### config.mk
export PLATFORM = sky130hd
export DESIGN_NAME = univ_shift_reg
export DESIGN_NICKNAME = d
export VERILOG_FILES = /design/src/rtl/shift_pkg.sv /design/src/rtl/univ_shift_reg_frame_counter.sv /design/src/rtl/univ_shift_reg.sv
export SDC_FILE = /design/constraint.sdc
export NUM_CORES = 1
export LEC_CHECK = 0
export BUFFER_PORTS_ARGS = -buffer_cell sky130_fd_sc_hd__buf_2
export CAP_MARGIN = 20
export CORE_MARGIN = 2
export CORE_UTILIZATION = 35
export DETAILED_ROUTE_END_ITERATION = 16
export GPL_TIMING_DRIVEN = 0
export PLACE_DENSITY_LB_ADDON = 0.3
export SETUP_SLACK_MARGIN = 0.2
export SLEW_MARGIN = 20
export SYNTH_ARGS = -nofsm -noshare
export SYNTH_HDL_FRONTEND = slang
export SYNTH_SLANG_ARGS = --single-unit
### constraint.sdc
create_clock -name clk -period 1.4 [get_ports clk]
set_clock_uncertainty 0.15 [all_clocks]
set_input_delay 0.14 -clock clk [delete_from_list [all_inputs] [get_ports clk]]
set_output_delay 0.14 -clock clk [all_outputs]
set_load 0.03 [all_outputs]
### src/rtl/shift_pkg.sv
// Shared types and helpers for the universal shift register.
package shift_pkg;

    typedef enum logic [2:0] {
        HOLD = 3'b000,
        SHR  = 3'b001,
        SHL  = 3'b010,
        ROR  = 3'b011,
        ROL  = 3'b100,
        LOAD = 3'b101,
        CLR  = 3'b110,
        RSVD = 3'b111
    } shift_mode_t;

    function automatic logic is_shift_op(shift_mode_t m);
        return (m == SHR) || (m == SHL) || (m == ROR) || (m == ROL);
    endfunction

endpackage

### src/rtl/univ_shift_reg_frame_counter.sv
// Counts shift ops within a WIDTH-long frame and pulses frame_done on the last one.
module frame_counter #(
    parameter int WIDTH = 8
) (
    input  logic                     clk,
    input  logic                     reset,
    input  logic                     en,
    input  logic                     step,
    input  logic                     restart,
    output logic [$clog2(WIDTH)-1:0] bit_cnt,
    output logic                     frame_done
);
    localparam int CNT_W = $clog2(WIDTH);
    localparam logic [CNT_W-1:0] LAST = CNT_W'(WIDTH - 1);

    logic [CNT_W-1:0] cnt_q, cnt_d;
    logic             done_q, done_d;

    always_comb begin
        cnt_d  = cnt_q;
        done_d = 1'b0;
        if (en) begin
            if (restart) begin
                cnt_d = '0;
            end else if (step) begin
                if (cnt_q == LAST) begin
                    cnt_d  = '0;
                    done_d = 1'b1;
                end else begin
                    cnt_d = cnt_q + 1'b1;
                end
            end
        end
    end

    always_ff @(posedge clk) begin
        if (reset) begin
            cnt_q  <= '0;
            done_q <= 1'b0;
        end else begin
            cnt_q  <= cnt_d;
            done_q <= done_d;
        end
    end

    assign bit_cnt    = cnt_q;
    assign frame_done = done_q;

endmodule

### src/rtl/univ_shift_reg.sv
// Universal shift register: shift/rotate both ways, parallel load, clear, frame tracking.
module univ_shift_reg
    import shift_pkg::*;
#(
    parameter int               WIDTH     = 8,
    parameter logic [WIDTH-1:0] RESET_VAL = '0,
    parameter int               CNT_W     = $clog2(WIDTH)
) (
    input  logic             clk,
    input  logic             reset,
    input  logic             en,
    input  logic [2:0]       mode,
    input  logic             ser_in_r,
    input  logic             ser_in_l,
    input  logic [WIDTH-1:0] par_in,
    output logic [WIDTH-1:0] po,
    output logic             ser_out_r,
    output logic             ser_out_l,
    output logic [CNT_W-1:0] bit_cnt,
    output logic             frame_done
);
    shift_mode_t      mode_e;
    logic [WIDTH-1:0] po_q, po_d;
    logic             step, restart;

    assign mode_e = shift_mode_t'(mode);

    always_comb begin
        po_d = po_q;
        if (en) begin
            case (mode_e)
                SHR:     po_d = {ser_in_r, po_q[WIDTH-1:1]};
                SHL:     po_d = {po_q[WIDTH-2:0], ser_in_l};
                ROR:     po_d = {po_q[0], po_q[WIDTH-1:1]};
                ROL:     po_d = {po_q[WIDTH-2:0], po_q[WIDTH-1]};
                LOAD:    po_d = par_in;
                CLR:     po_d = '0;
                default: po_d = po_q;
            endcase
        end
    end

    always_ff @(posedge clk) begin
        if (reset) begin
            po_q <= RESET_VAL;
        end else begin
            po_q <= po_d;
        end
    end

    // LOAD and CLR open a fresh frame; direction changes do not.
    assign step    = is_shift_op(mode_e);
    assign restart = (mode_e == LOAD) || (mode_e == CLR);

    frame_counter #(
        .WIDTH(WIDTH)
    ) u_frame_counter (
        .clk       (clk),
        .reset     (reset),
        .en        (en),
        .step      (step),
        .restart   (restart),
        .bit_cnt   (bit_cnt),
        .frame_done(frame_done)
    );

    assign po        = po_q;
    assign ser_out_r = po_q[0];
    assign ser_out_l = po_q[WIDTH-1];

endmodule

==> results of run 1 <==
## power groups by stage
stage	registers, uW	logic (uW)	clock network (uW)
2_1_floorplan	433	139	0
3_5_place_dp	394	250	0
4_1_cts	388	265	233
5_1_grt	391	309	258
6_report	387	285	223
3_3_place_gp	394	248	0
## layer usage
| metal | track usage [%] | vias up | part of all wire, % |
|---|---|---|---|
| met1 | 21.8 | 377 | 45 |
| met2 | 24.6 | 25 | 50 |
| met5 | 0 | - | 0 |
| li1 | - | 413 | - |
| met3 | 4.76 | 0 | 4.7 |
| met4 | 0 | 0 | 0 |
## layout by cell type (no fill, tap or decap), types with 2 or more instances in the layout
| cell | instances |
|---|---|
| a21oi_1 | 3 |
| buf_2 | 27 |
| buf_4 | 7 |
| buf_6 | 4 |
| clkbuf_4 | 4 |
| dfxtp_1 | 2 |
| dfxtp_2 | 6 |
| dfxtp_4 | 4 |
| ha_4 | 2 |
| nand2_1 | 5 |
| nand2b_1 | 2 |
| nand3_1 | 2 |
| nor2_1 | 10 |
| nor3_1 | 6 |
| o211a_1 | 6 |
| o21ai_0 | 7 |
| o221ai_1 | 7 |
## sequential cells by signal, indices dropped and copies added (netlist names)
| name | cells |
|---|---|
| po | 8 |
| u_frame_counter.bit_cnt | 3 |
| u_frame_counter.frame_done | 1 |
## final cells by class
type | count | area (sq um)
Buffer | 10 | 76.3
Clock buffer | 3 | 22.5
Clock inverter | 1 | 3.75
Fill cell | 199 | 897
Multi-Input combinational cell | 69 | 508
Sequential cell | 12 | 263
Tap cell | 27 | 33.8
Timing Repair Buffer | 33 | 198
## worst max-delay path by stage
stage / startpoint / end
4_1_cts: po[7] / po[7]
2_1_floorplan: mode[1] / po[7]
6_report: u_frame_counter.bit_cnt[1] / u_frame_counter.bit_cnt[2]
5_1_grt: po[0] / po[7]
3_5_place_dp: mode[2] / po[7]
3_3_place_gp: mode[2] / po[7]
## logic make-up after synthesis
kind of cell               count (synthesis)
and+or+nand+nor                           36
AOI/OAI and AO/OA                         29
DFF                                       12
buffers and inverters                     10
adders and majority gates                  2
xor gates and xnor gates                   1
muxes                                      1
## worst register-to-register path, cell delays in order, from the launching register on
cell	delay, ps
dfxtp_4	370
ha_4	160
ha_4	250
nand3_2	60
a21oi_2	140
## through the flow
| step | TNS [ps] | cells | util (%) | hold WS (ps) | cell area, sq um |
|---|---|---|---|---|---|
| after detailed placement | -387 | 145 | 47.4 | 220 | 948 |
| after global placement | -311 | 145 | 47.4 | 209 | 948 |
| final | 0 | 155 | 55.2 | 19.5 | 1100 |
| after floorplan | 0 | 91 | - | 65.9 | 779 |
| after global routing | 0 | 155 | 55.2 | 7.19 | 1100 |
| after CTS | 0 | 151 | 51.3 | 4.02 | 1030 |
## cells in the mapped netlist, types with 2 or more instances
| cell | number | share of area [%] |
|---|---|---|
| nor3_1 | 7 | 4.7 |
| ha_1 | 2 | 3.3 |
| dfxtp_1 | 12 | 32 |
| nor2_1 | 11 | 5.5 |
| nand2b_1 | 2 | 1.7 |
| o221ai_1 | 7 | 8.1 |
| a21oi_1 | 4 | 2.7 |
| o21ai_0 | 8 | 5.3 |
| buf_4 | 2 | 2.0 |
| nand3_1 | 3 | 2.0 |
| buf_2 | 5 | 3.3 |
| o211a_1 | 6 | 8.0 |
| nand2_1 | 6 | 3.0 |
## timing repair
| item | in CTS | in global routing |
|---|---|---|
| hold buffers | 1 | 0 |
| endpoints found under the setup margin | 7 | 9 |
| setup buffers | 1 | 4 |
| hold endpoints to repair | 2 | 0 |
| pin swaps | 4 | 4 |
| gates resized for setup | 7 | 16 |
==> summary.md, run 1 <==
| Metric | Value |
|---|---|
| Status | finished clean |
| Final setup violating endpoints | 0 |
| Worst R2R Setup Slack | 210 ps |
| CORE AREA | 2000 sq um |
| I/O Buffers | 27 |
| Initial antenna violation count | 0 |
| Drt wl/cell | 12.8 um |
| Crit-path max FO | 3 |
| Via Count | 815 |
| Global route total overflow | 0 |
| Initial Utilization | 37.6% |
| CTS HTree Levels | 1 |
| Die width | 50.4 um |
| Synth Area in Compound Gates | 29.4% |
| Peak VDD IR | 0.936 mV |
| Max-cap viol count | 0 |
| Final WS setup | 209 ps |
| Post-synthesis adder-cell area fraction | 3.32% |
| Hold Path Class | in2reg |
| Critical path cell sequence | ha_4 > ha_4 > nand3_2 > a21oi_2 |
| Power Dens Cells | 810 nW/um^2 |
| Cell Int Power | 594 uW |
| Drt drc | 0 |
| Period utilisation layout | 85.1% |
| Max Slew Vio Count | 0 |
| CTS tree | done |
| # diodes | 0 |
| CP max stage delay | 370 ps |
| ANT nets after route | 0 |
| Switching part of the total | 33.7% |
| Total power | 895 uW |
| Top Family by Delay on Critical Path | adder cells |
| Worst path depth | 4 |
| Min cycle time layout | 1190 ps |
| Synth async-reset ratio | 0% |
| Synth warn | 0 |
| Layout area overhead | 46.7% |
| Clock Path Buffers | 2 |
| Worst Path Buf+Inv | 0 |
| Main combinational cell family by area after synthesis | compound AO/OA/AOI/OAI gates |
| Cells after Synth | 91 |
| Number of flops mapped to enable cells by yosys | 0 |
| Clock net sink count | 12 |
| Clock root buffer | clkbuf_4 |
| Worst r2r dst | u_frame_counter.bit_cnt[2] |
| Die height | 50.4 um |
| Reg2reg start | u_frame_counter.bit_cnt[1] |
| GPL Wtd Cong | 0.751 |
| Hold Vio Cnt, Final | 0 |
| TritonCTS Buffers | 3 |
| CP max stage cell | dfxtp_4 |
| Crit. End Element | flop |
| Flop pwr share | 43.3% |
| Crit Path Class | reg2reg |
| Number of global-route vias before repair | 676 |
| Detailed-route wire length | 1.99 mm |
| Hold depth | 3 |
| RSZ-0062 raised after global routing | true |
| All-Layer GR Usage | 15.4% |
| Max frequency | 840 MHz |
| Starting DRC count in detailed routing | 15 |
| Normalized max-slew margin | 66.7% |
| Total iterations of the first detailed-routing run | 4 |
| Clk slew on worst S/H paths | 90 ps |
| Global-route wire length before repair | 3.08 mm |
| Critical Path Start Type | flop |
| Worst Path Required | 1460 ps |
| Worst EP arrival | 1250 ps |
| Clock network fraction of total power | 24.9% |
| Hpwl dp | 1.38 mm |
| Mapped cell area | 753 sq um |
| Share of layout cells above drive strength 1 | 52.3% |
| Avg Vias per Cell | 5.26 |
| Syn_nets | 109 |
| Register area share after synthesis | 31.9% |
| Power share of the combinational group | 31.9% |
| Switching power | 301 uW |
| Hold Path Origin | reset |
| Worst-Skew Late Latency | 270 ps |
| Die area | 2540 sq um |
| Post-Synth XOR/XNOR Area | 1.16% |
| # IOs | 30 |
| Syn avg cell area | 8.28 sq um |
| Post-synthesis cell type count | 29 |
| DP Worst Slack | -137 ps |
| Static Leak | 0.000502 uW |
| Synth Area in Simple Gates | 24.9% |
| Commonest register cell after synthesis | dfxtp_1 |
| Largest net degree at the start of global routing | 11 |
| Worst Tran Pin Value | 500 ps |
| Fin nets | 147 |
| FF+latch count, synth | 12 |
| Mux share of post-synthesis cell area | 1.33% |
| R2r worst-path depth | 4 |
| Hold Path End | po[7] |
| Core Rows | 16 |
| CP most frequent cell | ha_4 |
(Power assumes the default switching activity.)
==> run 2: changes to the inputs <==
CORE_MARGIN = not set   (was 2)
SETUP_SLACK_MARGIN = not set   (was 0.2)
SLEW_MARGIN = not set   (was 20)
==> run 2 against run 1 <==
Setup slack lost 150 ps. Critical path type is now reg2out. Wire length shrank 6.0%. Die area shrank 7.8%. Core utilization shrank 6.8 points. Critical endpoint is now po[7]. Via count shrank 3.1%. Sequential share of layout area grew 1.0 points.
==> summary.md, run 2 (synthesized netlist as in run 1, its figures left out) <==
| Metric | Value |
|---|---|
| Starting DRC count in detailed routing | 5 (-10) |
| Total iterations of the first detailed-routing run | 4 (unchanged) |
| Core Rows | 16 (unchanged) |
| # IOs | 30 (unchanged) |
| Number of fill cells in the layout | 216 (+8.5%) |
| Via Count | 790 (-3.1%) |
| Hold Vio Cnt, Final | 0 (unchanged) |
| WL met1 | 865 um (-3.4%) |
| I/O Buffers | 27 (unchanged) |
| Initial Utilization | 37.6% (unchanged) |
| Die width | 48.4 um (-4.0%) |
| Power share of the combinational group | 27.2% (-4.7 points) |
| Fin area | 968 sq um (-12%) |
| Hold Path Class | in2reg |
| Normalized max-slew margin | 69.0% (+2.4 points) |
| Worst EP arrival | 1050 ps (-200 ps) |
| Wire length on met2 | 902 um (-9.5%) |
| DP Area | 922 sq um (-2.8%) |
| Largest net degree at the start of global routing | 11 (unchanged) |
| Layout area overhead | 28.6% |
| Met3 WL post-DR | 99 um (+5.3%) |
| Cell Int Power | 622 uW (+4.7%) |
| Top layer in use | met3 |
| Postcts setup bufs | 0 (-1) |
| Final setup violating endpoints | 0 (unchanged) |
| Static Leak | 0.000472 uW (-6.1%) |
| CTS tree | done |
| Power Dens Cells | 946 nW/um^2 (+17%) |
| Die height | 48.4 um (-4.0%) |
| Max Slew Vio Count | 0 (unchanged) |
| Max frequency | 747 MHz (-11%) |
| Detailed-route wire length | 1.87 mm (-6.0%) |
| Commonest non-fill, non-tap cell in the layout | buf_2 |
| Clock net sink count | 12 (unchanged) |
| Critical Path Start Type | flop |
| Crit Path Class | reg2out |
| Period utilisation layout | 95.6% (+11 points) |
| Worst Path Required | 1110 ps (-350 ps) |
| Drt drc | 0 (unchanged) |
| Commonest cells after routing, fill and taps aside | 32 x buf_2, 12 x dfxtp_1, 11 x nor2_1 |
| Worst-Skew Late Latency | 280 ps (about the same) |
| Crit. End Element | output port |
| Switching part of the total | 32.1% (-1.5 points) |
| Number of global-route vias before repair | 717 (+6.1%) |
| Max-cap viol count | 0 (unchanged) |
| Switching power | 295 uW (-2.3%) |
| DP Worst Slack | -149 ps (-11.6 ps) |
| Fin nets | 142 (-3.4%) |
| Cts repair resizes | 0 (-7) |
| Avg Vias per Cell | 5.27 (+0.16%) |
| Min cycle time layout | 1340 ps (+148 ps) |
| Worst Tran Pin Value | 465 ps (-35.4 ps) |
| Status | finished clean |
| Clk slew on worst S/H paths | 90 ps (about the same) |
| Global-route wire length before repair | 3.17 mm (+3.2%) |
| GPL Wtd Cong | 0.772 (+2.7%) |
| Die area | 2340 sq um (-7.8%) |
| CTS HTree Levels | 1 (unchanged) |
| # diodes | 0 (unchanged) |
| Clock root buffer | clkbuf_4 |
| Initial antenna violation count | 0 (unchanged) |
| Peak VDD IR | 0.537 mV (-43%) |
| ANT nets after route | 0 (unchanged) |
| Crit-path max FO | 5 (+2) |
| Clock network fraction of total power | 30.8% (+5.9 points) |
| Share of layout cells above drive strength 1 | 36.6% (-16 points) |
| RSZ-0062 raised after global routing | false |
| Hpwl dp | 1.36 mm (-1.3%) |
| Clock Path Buffers | 2 (unchanged) |
| CORE AREA | 2000 sq um (unchanged) |
| All-Layer GR Usage | 16.9% (+1.5 points) |
| TritonCTS Buffers | 3 (unchanged) |
| Flop pwr share | 42.0% (-1.3 points) |
| Max reg flops | 8 (unchanged) |
| Drt wl/cell | 12.4 um (-2.9%) |
| Global route total overflow | 0 (unchanged) |
| Final WS setup | 61.4 ps (-148 ps) |
run 2: changes by cell type in the layout (fill, tap and decap cells not counted), sizes merged:
| cell | before | now |
|---|---|---|
| buf | 39 | 35 |
| clkinv | 1 | 0 |
run 2: worst max-delay path, stage by stage (launching register included):
cell	delay, ps
dfxtp_1	450
buf_4	150
buf_2	180
run 2: routing by layer:
metal / up-vias / track usage (%)
li1: 403 / -
met1: 365 / 21.5
met2: 22 / 29.1
met3: 0 / 4.40
met4: 0 / 2.94
met5: - / 0
run 2: stage by stage:
step | total power (uW) | hold slack (ps) | utilization [%] | cells | TNS (ps)
6_report | 916 | 32.7 | 48.4 | 150 | 0
5_1_grt | 969 | 35.8 | 48.4 | 150 | 0
4_1_cts | 918 | 38.9 | 48.4 | 150 | 0
3_5_place_dp | 641 | 209 | 46.1 | 145 | -428
3_3_place_gp | 637 | 207 | 46.1 | 145 | -320
2_1_floorplan | 567 | 65.9 | - | 91 | 0
run 2: area by class of cell:
type / count / area [sq um] / share of cell area [%]
buffer: 10 / 60.1 / 6.20
clock buffer: 4 / 36.3 / 3.75
multi-input combinational: 69 / 453 / 46.8
timing repair buffer: 28 / 145 / 15.0
sequential: 12 / 240 / 24.8
tap: 27 / 33.8 / 3.49
run 2: worst paths after layout:
path	startpoint	to	slack (ps)	cells after the start
worst max register to register	u_frame_counter.bit_cnt[0]	u_frame_counter.bit_cnt[0]	160	5
worst max-delay path	po[7]	po[7]	60	2
worst min register to register	u_frame_counter.bit_cnt[1]	u_frame_counter.bit_cnt[1]	330	2
worst min-delay path	ser_in_r	po[7]	30	3
run 2: what timing repair did:
action,4_1_cts,5_1_grt
endpoints found under the hold margin,2,0
hold buffers,1,0
endpoints found under the setup margin,0,0
run 2: power by group through the flow:
stage	sequential, uW	combinational [uW]	clock [uW]
global placement	392	245	0
floorplan	430	136	0
detailed placement	393	248	0
CTS	385	251	282
global route	389	274	306
finish	385	249	282
